$ cat src/rtl/c7bbiu_rdarb_if.sv
// c7bbiu_rdarb_if: channel-side and BIU-side read bus of the read arbiter.
//  Parameters: NCH channels, AW address width, DW data width, GW grant id width.
//  Channel side: ch_rd_req/ch_rd_addr in; ch_rd_ack/ch_data_valid/ch_data_last/ch_data out.
//  BIU side:     biu_rd_req/biu_rd_addr out; biu_rd_ack/biu_data_valid/biu_data in.
//  Status:       busy, grant_id, arb_err out.
//  modport slave is the arbiter's view; modport master is the surrounding core/BIU view.
interface c7bbiu_rdarb_if #(
  parameter int unsigned NCH = 2,
  parameter int unsigned AW  = 32,
  parameter int unsigned DW  = 64,
  parameter int unsigned GW  = (NCH > 1) ? $clog2(NCH) : 1
);
  logic [NCH-1:0]    ch_rd_req;
  logic [NCH*AW-1:0] ch_rd_addr;
  logic [NCH-1:0]    ch_rd_ack;
  logic [NCH-1:0]    ch_data_valid;
  logic              ch_data_last;
  logic [DW-1:0]     ch_data;
  logic              biu_rd_req;
  logic [AW-1:0]     biu_rd_addr;
  logic              biu_rd_ack;
  logic              biu_data_valid;
  logic [DW-1:0]     biu_data;
  logic              busy;
  logic [GW-1:0]     grant_id;
  logic              arb_err;

  modport slave (
    input  ch_rd_req, ch_rd_addr, biu_rd_ack, biu_data_valid, biu_data,
    output ch_rd_ack, ch_data_valid, ch_data_last, ch_data,
           biu_rd_req, biu_rd_addr, busy, grant_id, arb_err
  );

  modport master (
    output ch_rd_req, ch_rd_addr, biu_rd_ack, biu_data_valid, biu_data,
    input  ch_rd_ack, ch_data_valid, ch_data_last, ch_data,
           biu_rd_req, biu_rd_addr, busy, grant_id, arb_err
  );
endinterface

$ cat src/rtl/c7bbiu_rdarb.sv
// c7bbiu_rdarb: N-channel round-robin read arbiter in front of the single BIU read port.
//  One read outstanding at a time, BEATS data beats per read, ack/data routed to the granted channel.
//  Ports: clk, reset (synchronous, active high), bus (c7bbiu_rdarb_if.slave).
module c7bbiu_rdarb #(
  parameter int unsigned NCH   = 2,
  parameter int unsigned AW    = 32,
  parameter int unsigned DW    = 64,
  parameter int unsigned BEATS = 1
) (
  input logic           clk,
  input logic           reset,
  c7bbiu_rdarb_if.slave bus
);
  localparam int unsigned GW = (NCH > 1) ? $clog2(NCH) : 1;
  localparam int unsigned BW = (BEATS > 1) ? $clog2(BEATS) : 1;

  typedef enum logic [1:0] {
    IDLE = 2'd0,
    REQ  = 2'd1,
    DATA = 2'd2
  } state_t;

  state_t         state, state_d;
  logic [GW-1:0]  rr_ptr, rr_ptr_d;
  logic [GW-1:0]  grant_id, grant_id_d;
  logic [AW-1:0]  addr_q, addr_d;
  logic [BW-1:0]  beat_cnt, beat_cnt_d;
  logic           arb_err_q, arb_err_d;

  logic           pick_vld;
  logic [GW-1:0]  pick_id;
  logic [AW-1:0]  pick_addr;
  logic [NCH-1:0] grant_oh;
  logic [NCH-1:0] ack_c;
  logic [NCH-1:0] dv_c;
  logic           last_c;
  logic           last_beat;

  // Round-robin pick: requesters at or above rr_ptr win over those below it, lowest index first
  // within each segment. Descending loops let the later, higher-priority assignment stick.
  always_comb begin
    pick_vld = 1'b0;
    pick_id  = '0;
    for (int i = int'(NCH) - 1; i >= 0; i--) begin
      if (bus.ch_rd_req[i] && (i < int'(rr_ptr))) begin
        pick_vld = 1'b1;
        pick_id  = GW'(i);
      end
    end
    for (int i = int'(NCH) - 1; i >= 0; i--) begin
      if (bus.ch_rd_req[i] && (i >= int'(rr_ptr))) begin
        pick_vld = 1'b1;
        pick_id  = GW'(i);
      end
    end
  end

  // Address of the picked channel.
  always_comb begin
    pick_addr = '0;
    for (int i = 0; i < int'(NCH); i++) begin
      if (pick_id == GW'(i)) pick_addr = bus.ch_rd_addr[i*AW +: AW];
    end
  end

  // One-hot of the registered grant; used to steer ack and data strobes.
  always_comb begin
    grant_oh = '0;
    for (int i = 0; i < int'(NCH); i++) begin
      grant_oh[i] = (grant_id == GW'(i));
    end
  end

  assign last_beat = (beat_cnt == BW'(BEATS - 1));

  // Next state and combinational channel strobes.
  always_comb begin
    state_d    = state;
    rr_ptr_d   = rr_ptr;
    grant_id_d = grant_id;
    addr_d     = addr_q;
    beat_cnt_d = beat_cnt;
    arb_err_d  = bus.biu_data_valid && (state != DATA);
    ack_c      = '0;
    dv_c       = '0;
    last_c     = 1'b0;
    unique case (state)
      IDLE: begin
        if (pick_vld) begin
          grant_id_d = pick_id;
          addr_d     = pick_addr;
          state_d    = REQ;
        end
      end
      REQ: begin
        if (bus.biu_rd_ack) begin
          ack_c      = grant_oh;
          rr_ptr_d   = (grant_id == GW'(NCH - 1)) ? '0 : grant_id + GW'(1);
          beat_cnt_d = '0;
          state_d    = DATA;
        end
      end
      DATA: begin
        if (bus.biu_data_valid) begin
          dv_c = grant_oh;
          if (last_beat) begin
            last_c  = 1'b1;
            state_d = IDLE;
          end else begin
            beat_cnt_d = beat_cnt + BW'(1);
          end
        end
      end
      default: state_d = IDLE;
    endcase
  end

  // State register.
  always_ff @(posedge clk) begin
    if (reset) begin
      state     <= IDLE;
      rr_ptr    <= '0;
      grant_id  <= '0;
      addr_q    <= '0;
      beat_cnt  <= '0;
      arb_err_q <= 1'b0;
    end else begin
      state     <= state_d;
      rr_ptr    <= rr_ptr_d;
      grant_id  <= grant_id_d;
      addr_q    <= addr_d;
      beat_cnt  <= beat_cnt_d;
      arb_err_q <= arb_err_d;
    end
  end

  assign bus.ch_rd_ack     = ack_c;
  assign bus.ch_data_valid = dv_c;
  assign bus.ch_data_last  = last_c;
  assign bus.ch_data       = bus.biu_data;
  assign bus.biu_rd_req    = (state == REQ);
  assign bus.biu_rd_addr   = addr_q;
  assign bus.busy          = (state != IDLE);
  assign bus.grant_id      = grant_id;
  assign bus.arb_err       = arb_err_q;
endmodule

$ cat src/flat_wrapper.sv
// flat-port wrapper written by rule: the top's interface ports become plain ports
module c7bbiu_rdarb_flat 
#(
  parameter int unsigned NCH   = 2,
  parameter int unsigned AW    = 32,
  parameter int unsigned DW    = 64,
  parameter int unsigned BEATS = 1
)
  (clk, reset, bus_ch_rd_req, bus_ch_rd_addr, bus_biu_rd_ack, bus_biu_data_valid, bus_biu_data, bus_ch_rd_ack, bus_ch_data_valid, bus_ch_data_last, bus_ch_data, bus_biu_rd_req, bus_biu_rd_addr, bus_busy, bus_grant_id, bus_arb_err);
  c7bbiu_rdarb_if #(.NCH(NCH), .AW(AW), .DW(DW)) bus_i ();
  input logic clk;
  input logic reset;
  input wire logic [$bits(bus_i.ch_rd_req)-1:0] bus_ch_rd_req;
  input wire logic [$bits(bus_i.ch_rd_addr)-1:0] bus_ch_rd_addr;
  input wire logic [$bits(bus_i.biu_rd_ack)-1:0] bus_biu_rd_ack;
  input wire logic [$bits(bus_i.biu_data_valid)-1:0] bus_biu_data_valid;
  input wire logic [$bits(bus_i.biu_data)-1:0] bus_biu_data;
  output wire logic [$bits(bus_i.ch_rd_ack)-1:0] bus_ch_rd_ack;
  output wire logic [$bits(bus_i.ch_data_valid)-1:0] bus_ch_data_valid;
  output wire logic [$bits(bus_i.ch_data_last)-1:0] bus_ch_data_last;
  output wire logic [$bits(bus_i.ch_data)-1:0] bus_ch_data;
  output wire logic [$bits(bus_i.biu_rd_req)-1:0] bus_biu_rd_req;
  output wire logic [$bits(bus_i.biu_rd_addr)-1:0] bus_biu_rd_addr;
  output wire logic [$bits(bus_i.busy)-1:0] bus_busy;
  output wire logic [$bits(bus_i.grant_id)-1:0] bus_grant_id;
  output wire logic [$bits(bus_i.arb_err)-1:0] bus_arb_err;
  assign bus_i.ch_rd_req = bus_ch_rd_req;
  assign bus_i.ch_rd_addr = bus_ch_rd_addr;
  assign bus_i.biu_rd_ack = bus_biu_rd_ack;
  assign bus_i.biu_data_valid = bus_biu_data_valid;
  assign bus_i.biu_data = bus_biu_data;
  assign bus_ch_rd_ack = bus_i.ch_rd_ack;
  assign bus_ch_data_valid = bus_i.ch_data_valid;
  assign bus_ch_data_last = bus_i.ch_data_last;
  assign bus_ch_data = bus_i.ch_data;
  assign bus_biu_rd_req = bus_i.biu_rd_req;
  assign bus_biu_rd_addr = bus_i.biu_rd_addr;
  assign bus_busy = bus_i.busy;
  assign bus_grant_id = bus_i.grant_id;
  assign bus_arb_err = bus_i.arb_err;
  c7bbiu_rdarb #(.NCH(NCH), .AW(AW), .DW(DW), .BEATS(BEATS)) u_core (.clk(clk), .reset(reset), .bus(bus_i));
endmodule
$ cat config.mk
export PLATFORM = sky130hd
export DESIGN_NAME = c7bbiu_rdarb_flat
export DESIGN_NICKNAME = d
export VERILOG_FILES = /design/src/rtl/c7bbiu_rdarb_if.sv /design/src/rtl/c7bbiu_rdarb.sv /design/src/flat_wrapper.sv
export SDC_FILE = /design/constraint.sdc
export NUM_CORES = 1
export LEC_CHECK = 0
export ABC_AREA = 1
export CAP_MARGIN = 20
export CORE_AREA = 2 2 93 95
export DETAILED_ROUTE_END_ITERATION = 12
export DIE_AREA = 0 0 95 97
export PLACE_DENSITY_LB_ADDON = 0.3
export SYNTH_ARGS = -nofsm -noshare
export SYNTH_HDL_FRONTEND = slang
export SYNTH_SLANG_ARGS = --single-unit
export TNS_END_PERCENT = 10
$ cat constraint.sdc
create_clock -name clk -period 2.95 [get_ports clk]
set_clock_uncertainty 0.05 [all_clocks]
set_input_delay 0.59 -clock clk [delete_from_list [all_inputs] [get_ports clk]]
set_output_delay 0.59 -clock clk [all_outputs]
set_load 0.1 [all_outputs]
Word level (Yosys, flattened, before mapping). Cells that the tools add are included.

Reductions and logical operators: 10. Multipliers: 0. $lt $le $gt $ge: 2. Add/subtract/negate cells: 2. Mux-type cells: 23. Divide/modulo/power cells: 0. Eq/ne operators: 7. Bitwise gates (word level): 1. Shifts and indexed selects: 0.

Operator list (number): 2-to-1 mux 32 bit (1); 2-to-1 mux 2 bit (8); 2-to-1 mux 1 bit (12); inequality test 2 bit, second input constant (4); one-hot mux 2 bit (3 select lines) (1); AND reduction 2 bit (2); AND reduction 4 bit (1); nonzero test 2 bit (2); logical AND 1 bit (3); AND reduction 3 bit (1); adder 1 bit, second input constant (2); == test 2 x 1 -> 1 bit, second input constant (1); == test 2 bit, second input constant (1); zero test 2 bit (1); inequality test 2 x 1 -> 1 bit, second input constant (1); one-hot mux 1 bit (2 select lines) (1); greater-or-equal comparator 1 bit, first input constant (1); less-than comparator 1 bit, first input constant (1); inverter 1 bit (1).

Register bits after elaboration: 38. Output and inout bits: 105. Word-level logic and storage cells: 51. Latch bits: 0. Bits in read-only memories: 0. Memories kept: 0. Bits of input ports: 134. RAM bits: 0.

Logic depth before layout (Yosys ltp).
Word-level depth: 7. Mapped depth: 8. Gate-level depth less buffers: 7.

Worst setup path before layout. No wires, ideal clock.

Kind: reg2out. Start: reg u_core.state[0]. End: out bus_ch_rd_ack[1]. Arrival time: 3.292 ns. Data required time: 2.310 ns. Cell stages (with the launch flop): 5. Setup slack: -0.982 ns. Path buffers: 0. Cells stage by stage: dfxtp_1 -> inv_1 -> nor2_1 -> nand2_1 -> nor2_1.

Cells in the longest elaborated chain, start to end: 2.

Ends and longest elaborated chain: start, declared (RTL line c7bbiu_rdarb.sv:23) `state_t state, state_d;`; start signal, assigned (RTL line c7bbiu_rdarb.sv:128) `state <= state_d;`; == test 2 x 1 -> 1 bit; named net bus_biu_rd_req (RTL line flat_wrapper.sv:22) `output wire logic [$bits(bus_i.biu_rd_req)-1:0] bus_biu_rd_req;`; 2-to-1 mux 2 bit (RTL line c7bbiu_rdarb.sv:87) `unique case (state)`; end, declared (RTL line flat_wrapper.sv:18) `output wire logic [$bits(bus_i.ch_rd_ack)-1:0] bus_ch_rd_ack;`.

The timed path passes the listed nets, and every way through them passes these cells.

Final worst setup path.
Start: in bus_biu_data_valid. End: out bus_ch_data_valid[0].

Cells in the longest elaborated chain, start to end: 2.

Ends and longest elaborated chain: start, declared (RTL line flat_wrapper.sv:16) `input wire logic [$bits(bus_i.biu_data_valid)-1:0] bus_biu_data_valid;`; 2-to-1 mux 2 bit (RTL line c7bbiu_rdarb.sv:104) `if (bus.biu_data_valid) begin`; 2-to-1 mux 2 bit (RTL line c7bbiu_rdarb.sv:87); end, declared (RTL line flat_wrapper.sv:19) `output wire logic [$bits(bus_i.ch_data_valid)-1:0] bus_ch_data_valid;`.

Every way passes these cells.

==> run_results.csv <==
group,metric,value,unit
setup_path,criticalPathCategory,"input pin to primary output",
sta,finalHoldViolations,0,
global_routing,grt_antenna_before_repair,0,
place,place.port_buffers,110,
setup_path,timing.critical_path.required,2310,ps
place,numPlacedInstances,517,
cts,cts_resizes,0,
sta,fin_ws,626,ps
cts,clock_transition_at_the_registers_of_the_reported_paths,70,ps
route,first_pass_iters,4,
cts,ctsLongestPathBuffers,2,
yosys,post-synth-top-area-cell,"sky130_fd_sc_hd__dfxtp_1",
cts,htree_num_levels,2,
cts,clock-sinks,37,
layout,area_growth,30.3,%
route,drt_iter0_markers,74,
yosys,synth.lib_cells_used.distinct,15,
setup_path,path_max_fanout,5,
route,route.antenna.remaining_nets,0,
cts,clock_tree.root_cell,"sky130_fd_sc_hd__clkbuf_8",
cts,post-cts-setup-buffer-count,0,
floorplanning,placementRows,33,
yosys,post_synth_main_area_contributors,"sky130_fd_sc_hd__dfxtp_1 (30%), sky130_fd_sc_hd__buf_4 (21%), sky130_fd_sc_hd__nand3_1 (13%), sky130_fd_sc_hd__inv_1 (11%), sky130_fd_sc_hd__nand2_1 (11%)",
yosys,syn_area_per_cell,6.49,um^2
yosys,yosys_register_bits,37,
setup_path,critical_path_arrival,1680,ps
layout,final_cell_mix,"sky130_fd_sc_hd__inv_1 (73), sky130_fd_sc_hd__nand2_1 (71), sky130_fd_sc_hd__clkdlybuf4s50_1 (69), sky130_fd_sc_hd__nand3_1 (66), sky130_fd_sc_hd__buf_4 (40)",
yosys,syn-instance-count,381,
sta,final-max-slew-violation-count,0,
route,detail_route.wl_per_cell,11.6,um
route,detailroute.via_count,2278,
yosys,synth_sequential_area_ratio,30.0,%
global_routing,grt_pass1_vias,2065,
yosys,synth_fp_nets,515,
global_routing,grt_overflow_total,0,
setup_path,cp_cell_sequence,"clkdlybuf4s50_1, inv_1, nor3_1, buf_12",
sta,setup_viol,0,
sta,timing.setup.tns,0,ps
place,dp_worst_setup_slack,511,ps
floorplanning,die-width,95,um
floorplanning,floorplan.die_area,9220,um^2
setup_path,cp_slowest_stage_delay,450,ps
setup_path,worstSetupStartpointType,"input pin",
layout,nets,553,
route,route.detailed.drc,0,
sta,timing.final.crit_period,2320,ps
yosys,netlist_area_before_placement,2470,um^2
pwr,peakVddDrop,0.000231,V
cts,holdBufCountCts,0,
layout,most_common_library_cell_in_the_layout_ignoring_fill_and_taps,"sky130_fd_sc_hd__inv_1",
pwr,fin_total_pwr,1850,uW
sta,timing_worst_slew_pin_value,640,ps
floorplanning,die_height,97,um
place,gp_congestion,0.683,
global_routing,wire_length_of_the_first_global_routing_pass,9690,um
route,post_drt_via_cell_ratio,4.34,
setup_path,reg2reg_depth,7,
floorplanning,placeableCoreArea,8130,um^2
cts,clkLatencyLatePin,280,ps
setup_path,cp-end-kind,"primary output",
route,wl,6110,um
global_routing,grt_max_degree,38,
place,dpl.hpwl,4650,um
flow_run,timing.max_cap.violations,0,
run_status,run_status,"complete, no violations",
worst_hold_path,timing.hold.worst.class,"flip-flop to flip-flop",
setup_path,crit_slowest_cell,"sky130_fd_sc_hd__clkdlybuf4s50_1",
pwr,p_leak,0.00163,uW
layout,finalCoreUtilization,39.6,%
floorplanning,start_util,30.4,%
sta,grt_setup_unrepaired,"false",
layout,number_of_filler_cells_placed_in_the_layout,870,
floorplanning,design.portCount,239,
layout,fin_cells,525,
yosys,post-synth-top-area-fraction,30.0,%
layout,num_antenna_cells,0,
worst_hold_path,worst_hold_path.num_cells,2,
cts,cts_tree,"done",
pwr,power_per_cell_area,576,nW/um^2
yosys,ys_warn_count,0,
layout,layout-drive-gt1-share,15.0,%
global_routing,groute.usage.overall,13.2,%
cts,cts_inserted_buffers,5,
sta,max_slew_margin,57.2,%
sta,fin_crit_sh,78.8,%
sta,max_freq,430,MHz
==> report_power, final <==
group	internal, uW	switching, uW	leakage, uW
combinational	244	636	0.00127
sequential	559	30.6	0.000307
clock	211	174	0.0000542
total	1010	841	0.00163
==> synthesized netlist by cell type <==
| library cell | count |
|---|---|
| sky130_fd_sc_hd__a21oi_1 | 36 |
| sky130_fd_sc_hd__buf_1 | 3 |
| sky130_fd_sc_hd__buf_2 | 10 |
| sky130_fd_sc_hd__buf_4 | 68 |
| sky130_fd_sc_hd__buf_6 | 3 |
| sky130_fd_sc_hd__dfxtp_1 | 37 |
| sky130_fd_sc_hd__inv_1 | 73 |
| sky130_fd_sc_hd__inv_2 | 1 |
| sky130_fd_sc_hd__nand2_1 | 71 |
| sky130_fd_sc_hd__nand2_2 | 3 |
| sky130_fd_sc_hd__nand3_1 | 66 |
| sky130_fd_sc_hd__nor2_1 | 5 |
| sky130_fd_sc_hd__nor2_2 | 1 |
| sky130_fd_sc_hd__nor2_4 | 1 |
| sky130_fd_sc_hd__nor3_1 | 3 |
==> final cells by class <==
cell class              count  area (um^2)  area share [%]
clock inverters             1         5.00           0.155
inverters                  74          278            8.63
repair buffers            115         1110            34.5
flip-flops and latches     37          741            23.0
multi-input cells         186          857            26.6
clock buffers               7         96.3            2.99
well taps                 105          131            4.08
==> layer usage <==
metal	GRT usage [%]	vias up	part of all wire, %
met3	4.28	27	8.3
met1	14.8	987	39
li1	-	1166	-
met5	0	-	0
met4	6.35	0	2.9
met2	22.1	98	49
==> worst max-delay path, delay by kind of cell <==
kind	cells	cell delay, ps
buffers and inverters	3	750
and+or+nand+nor	1	330
==> flip-flops by register name (all words and copies together), names as in the netlist <==
name                    flops
u_core.bus.grant_id         1
u_core.bus.biu_rd_addr     32
u_core.bus.arb_err          1
u_core.rr_ptr               1
u_core.state                2
==> worst paths after layout <==
kind,startpoint,to,slack [ps]
max,bus_biu_data_valid,bus_ch_data_valid[0],630
min,u_core.rr_ptr,u_core.rr_ptr,420
max reg2reg,u_core.state[0],u_core.bus.biu_rd_addr[5],1520
min reg2reg,u_core.rr_ptr,u_core.rr_ptr,420
==> per-stage QoR <==
stage	hold slack, ps	cell area [um^2]
after floorplan	390	2480
after global placement	406	3120
after detailed placement	408	3120
after CTS	419	3220
after global routing	452	3220
final	417	3220
==> logic make-up (layout without fill, tap and decap cells) <==
logic type             count (synthesis)  after routing  share of synthesized area (%)
AND/OR/NAND/NOR                      150            150                           27.0
AO/OA/AOI/OAI                         36             36                           7.29
flip-flops                            37             37                           30.0
buffers and inverters                158            197                           35.7
No activity file was read; power rests on OpenSTA's default activity.
